### config.mk
export PLATFORM = sky130hd
export DESIGN_NAME = rr_grant_encoder8
export DESIGN_NICKNAME = d
export VERILOG_FILES = /design/src/rtl/rr_grant_encoder8.sv
export SDC_FILE = /design/constraint.sdc
export NUM_CORES = 1
export LEC_CHECK = 0
export CAP_MARGIN = 20
export CELL_PAD_IN_SITES_DETAIL_PLACEMENT = 1
export CELL_PAD_IN_SITES_GLOBAL_PLACEMENT = 1
export CORE_UTILIZATION = 39
export DETAILED_ROUTE_END_ITERATION = 6
export PLACE_DENSITY_LB_ADDON = 0.1
export SLEW_MARGIN = 10
export SYNTH_ARGS = -nofsm -noshare
export SYNTH_HDL_FRONTEND = slang
export SYNTH_SLANG_ARGS = --single-unit
### constraint.sdc
create_clock -name clk -period 3.4 [get_ports clk]
set_clock_uncertainty 0.1 [all_clocks]
set_input_delay 0.68 -clock clk [delete_from_list [all_inputs] [get_ports clk]]
set_output_delay 0.68 -clock clk [all_outputs]
set_load 0.02 [all_outputs]
### src/rtl/rr_grant_encoder8.sv
// 8-requester round-robin arbiter with a registered 3-bit grant index and a
// mandatory one-cycle idle gap between grants. Define ARB_TIMEOUT_EN to enable
// the hold counter and forced release with a timeout pulse.
module rr_grant_encoder8 #(
  parameter  int MAX_HOLD = 16,
  localparam int CNT_W    = $clog2(MAX_HOLD + 1)
) (
  input  logic       clk,
  input  logic       rst,
  input  logic [7:0] req,
  input  logic       done,
  output logic [2:0] grant_idx,
  output logic       grant_valid,
  output logic       timeout,
  output logic       busy
);

  typedef enum logic {
    IDLE  = 1'b0,
    GRANT = 1'b1
  } state_t;

  state_t     state, state_nxt;
  logic [2:0] ptr, ptr_nxt;
  logic [2:0] idx_nxt;
  logic       valid_nxt, busy_nxt, timeout_nxt;
  logic [2:0] sel_idx, cand;
  logic       sel_found;
  logic       hold_expired;
  logic       release_now;

  // Search starts just past the last winner, so that winner ranks lowest.
  always_comb begin
    sel_found = 1'b0;
    sel_idx   = 3'd0;
    cand      = 3'd0;
    for (int k = 1; k <= 8; k++) begin
      cand = ptr + 3'(k);
      if (!sel_found && req[cand]) begin
        sel_found = 1'b1;
        sel_idx   = cand;
      end
    end
  end

`ifdef ARB_TIMEOUT_EN
  logic [CNT_W-1:0] cnt, cnt_nxt;

  assign hold_expired = (cnt == CNT_W'(MAX_HOLD - 1));

  always_comb begin
    cnt_nxt = cnt;
    if (state == IDLE) begin
      cnt_nxt = '0;
    end else if (!hold_expired) begin
      cnt_nxt = cnt + CNT_W'(1);
    end
  end

  always_ff @(posedge clk or negedge rst) begin
    if (!rst) begin
      cnt <= '0;
    end else begin
      cnt <= cnt_nxt;
    end
  end
`else
  logic unused_hold_cfg;

  assign hold_expired    = 1'b0;
  assign unused_hold_cfg = ^(MAX_HOLD + CNT_W);
`endif

  assign release_now = done || !req[grant_idx] || hold_expired;

  // NOTE: every output of this block gets a default first, so no path leaves a
  // value unassigned and no latch is inferred.
  always_comb begin
    state_nxt   = state;
    ptr_nxt     = ptr;
    idx_nxt     = grant_idx;
    valid_nxt   = grant_valid;
    busy_nxt    = busy;
    timeout_nxt = 1'b0;
    unique case (state)
      IDLE: begin
        if (sel_found) begin
          state_nxt = GRANT;
          idx_nxt   = sel_idx;
          valid_nxt = 1'b1;
          busy_nxt  = 1'b1;
        end
      end
      GRANT: begin
        if (release_now) begin
          state_nxt   = IDLE;
          ptr_nxt     = grant_idx;
          valid_nxt   = 1'b0;
          busy_nxt    = 1'b0;
          // done wins a same-cycle collision with the hold limit.
          timeout_nxt = hold_expired && !done;
        end
      end
      default: state_nxt = IDLE;
    endcase
  end

  // NOTE: state registers use non-blocking assignments so every flop samples
  // the pre-edge values regardless of statement order.
  always_ff @(posedge clk or negedge rst) begin
    if (!rst) begin
      state       <= IDLE;
      ptr         <= 3'd7;
      grant_idx   <= 3'd0;
      grant_valid <= 1'b0;
      busy        <= 1'b0;
      timeout     <= 1'b0;
    end else begin
      state       <= state_nxt;
      ptr         <= ptr_nxt;
      grant_idx   <= idx_nxt;
      grant_valid <= valid_nxt;
      busy        <= busy_nxt;
      timeout     <= timeout_nxt;
    end
  end

endmodule
==> key figures <==
Yosys
  – Flops & latches, synth: 8
  – Post-Syn Nets: 149
  – Ys Warns: 0
  – Synth Instances: 136
  – Top cell type's share of synthesized area: 0.134
  – Netlist cell types: 44
  – Top_reg_cell synth: dfrtp_1
  – Number of flops mapped to enable cells by yosys: 0
  – Syn_area_per_cell: 9.88 sq um
  – Area leader, netlist: mux4_2
  – Async SR Flop Fraction: 1.00
  – Top post-synthesis cells by area: mux4_2 (13%), mux4_1 (9.8%), dfrtp_1 (9.3%), dfstp_2 (5.9%), mux2_2 (5.9%)
  – Synth Cell Area: 1340 sq um
  – Seq/Total Area, Yosys: 0.152

Floorplan
  – Die area: 3680 sq um
  – Row cnt: 20
  – Die Span Y: 60.7 um
  – Die extent in x: 60.7 um
  – CORE AREA: 3150 sq um
  – IO Count: 17
  – Initial Util: 0.426

Layout
  – Post-layout util: 0.502
  – Commonest non-fill, non-tap cell in the layout: clkdlybuf4s50_1
  – Area growth syn-to-layout: 17.8%
  – Share of cells above drive strength 1: 0.280
  – Final net count: 171
  – Commonest non-fill, non-tap cells in the layout: clkdlybuf4s50_1 (15), nand2_1 (12), a21oi_1 (11), buf_4 (11), mux4_2 (9)
  – # diodes: 0

Global routing
  – Tot GR Track Use: 0.227
  – Vias in the first global route: 1212
  – First-pass GRT wire length: 5890 um
  – Pin count of the biggest net entering global routing: 20
  – Grt total ovfl: 0
  – Initial antenna violation count: 0

Route
  – First DRT Iteration DRCs: 53
  – DR WL/cell: 19.2 um
  – Via Count: 1251
  – Post-Route WL: 3860 um
  – Antenna Nets Post-Route: 0
  – DRT Pass-1 Iters: 4
  – Via/cell ratio: 6.22
  – DRC viols: 0

STA
  – Setup-failing EPs final: 0
  – RSZ-0062 raised after global routing: no
  – Period utilization: 0.968
  – Slew Limit Headroom: 0.662
  – Slew @ Worst Pin: 0.505 ns
  – F_max: 0.304 GHz
  – Setup TNS: 0 ns
  – Hold Fails Final Rpt: 0
  – Final worst path period need: 3.29 ns
  – Pins Over Slew Limit: 0

CTS
  – Post-CTS Setup Repair Bufs: 0
  – Root Driver: clkbuf_4
  – H-tree levels: 1
  – CTS Buffer Depth: 2
  – Cts hold-fix bufs: 0
  – Worst-skew pair later-pin latency: 0.27 ns
  – Num Clock Sinks: 8
  – Post-cts sizing count: 0
  – CTS clock-pin slew for the worst setup and hold paths: 0.06 ns
  – CTS tree: built
  – Num CTS Buffers: 3

Run
  – Max cap viols: 0

Worst setup path
  – CP arrival: 3.39 ns
  – Crit-path max FO: 9
  – CP Launch Type: flop
  – Critical Path RT: 3.49 ns
  – Crit path kind: flop to flop
  – CP endpoint kind: flop

Worst hold path
  – Hold Crit Class: flop to flop

Run status
  – Status: completed

Placement
  – Port Buffers: 15
  – Post-detail-place hpwl: 3070 um
  – GPL Wtd Cong: 0.877
kinds of logic after synthesis:
family | count (synthesis) | share of synthesized area
AO/OA/AOI/OAI | 41 | 0.194
multiplexers | 33 | 0.416
AND/OR/NAND/NOR | 32 | 0.118
buffers and inverters | 16 | 0.0735
flip-flops | 8 | 0.152
XOR/XNOR | 3 | 0.0251
adder cells (fa/ha/maj) | 2 | 0.0186
other | 1 | 0.00279
metal layers:
metal | vias up | track usage | share of wire
li1 | 580 | - | -
met1 | 635 | 0.279 | 0.45
met2 | 28 | 0.403 | 0.51
met3 | 8 | 0.0405 | 0.024
met4 | 0 | 0.0682 | 0.019
met5 | - | 0 | 0
critical path, cell delays in order, from the launching register on:
cell      delay (ns)
dfstp_2         0.54
clkinv_2        0.09
ha_1            0.54
mux2_2          0.40
mux4_2          0.54
or4_4           0.46
or3b_1          0.40
a31oi_1         0.16
synthesized netlist by cell type (4+ instances only):
library cell and n:
a21oi_1 11, o21ai_0 6, mux2i_1 7, dfrtp_1 5, mux4_2 8, inv_1 6, a31oi_1 4, mux2_2 7
nand2_1 12, nor2_1 8, buf_6 4, mux4_1 5
sequential cells by signal (all words and copies together) (netlist names):
name	count
grant_idx	3
busy	1
state	1
ptr	3
path summary, 6_finish.rpt:
check,startpoint,end,slack [ns],depth (start not counted)
worst max-delay path,ptr[0],grant_idx[0],0.11,7
worst min-delay path,busy,busy,0.44,1
worst max register to register,ptr[0],grant_idx[0],0.11,7
worst min register to register,busy,busy,0.44,1
max in group asynchronous,rst,ptr[0],2.26,1
min in group asynchronous,rst,grant_idx[0],0.60,1
final cells by class:
class,instances,area [sq um]
clock buffers,4,26.3
fillers,376,1570
inverters,7,27.5
multi-input cells,112,1040
flip-flops and latches,8,204
well taps,44,55.1
repair buffers,26,233
metrics by stage:
step	worst slack, ns	hold WS [ns]	instance area [sq um]	std cells
5_1_grt	0.00862	0.465	1580	201
4_1_cts	0.100	0.450	1580	201
3_5_place_dp	0.0199	0.438	1560	197
6_report	0.108	0.441	1580	201
3_3_place_gp	0.0838	0.396	1560	197
2_1_floorplan	0.000778	0.284	1350	136
Power is not shown: default switching activity piles up to over one toggle a cycle in this logic, so the estimate is an artifact.
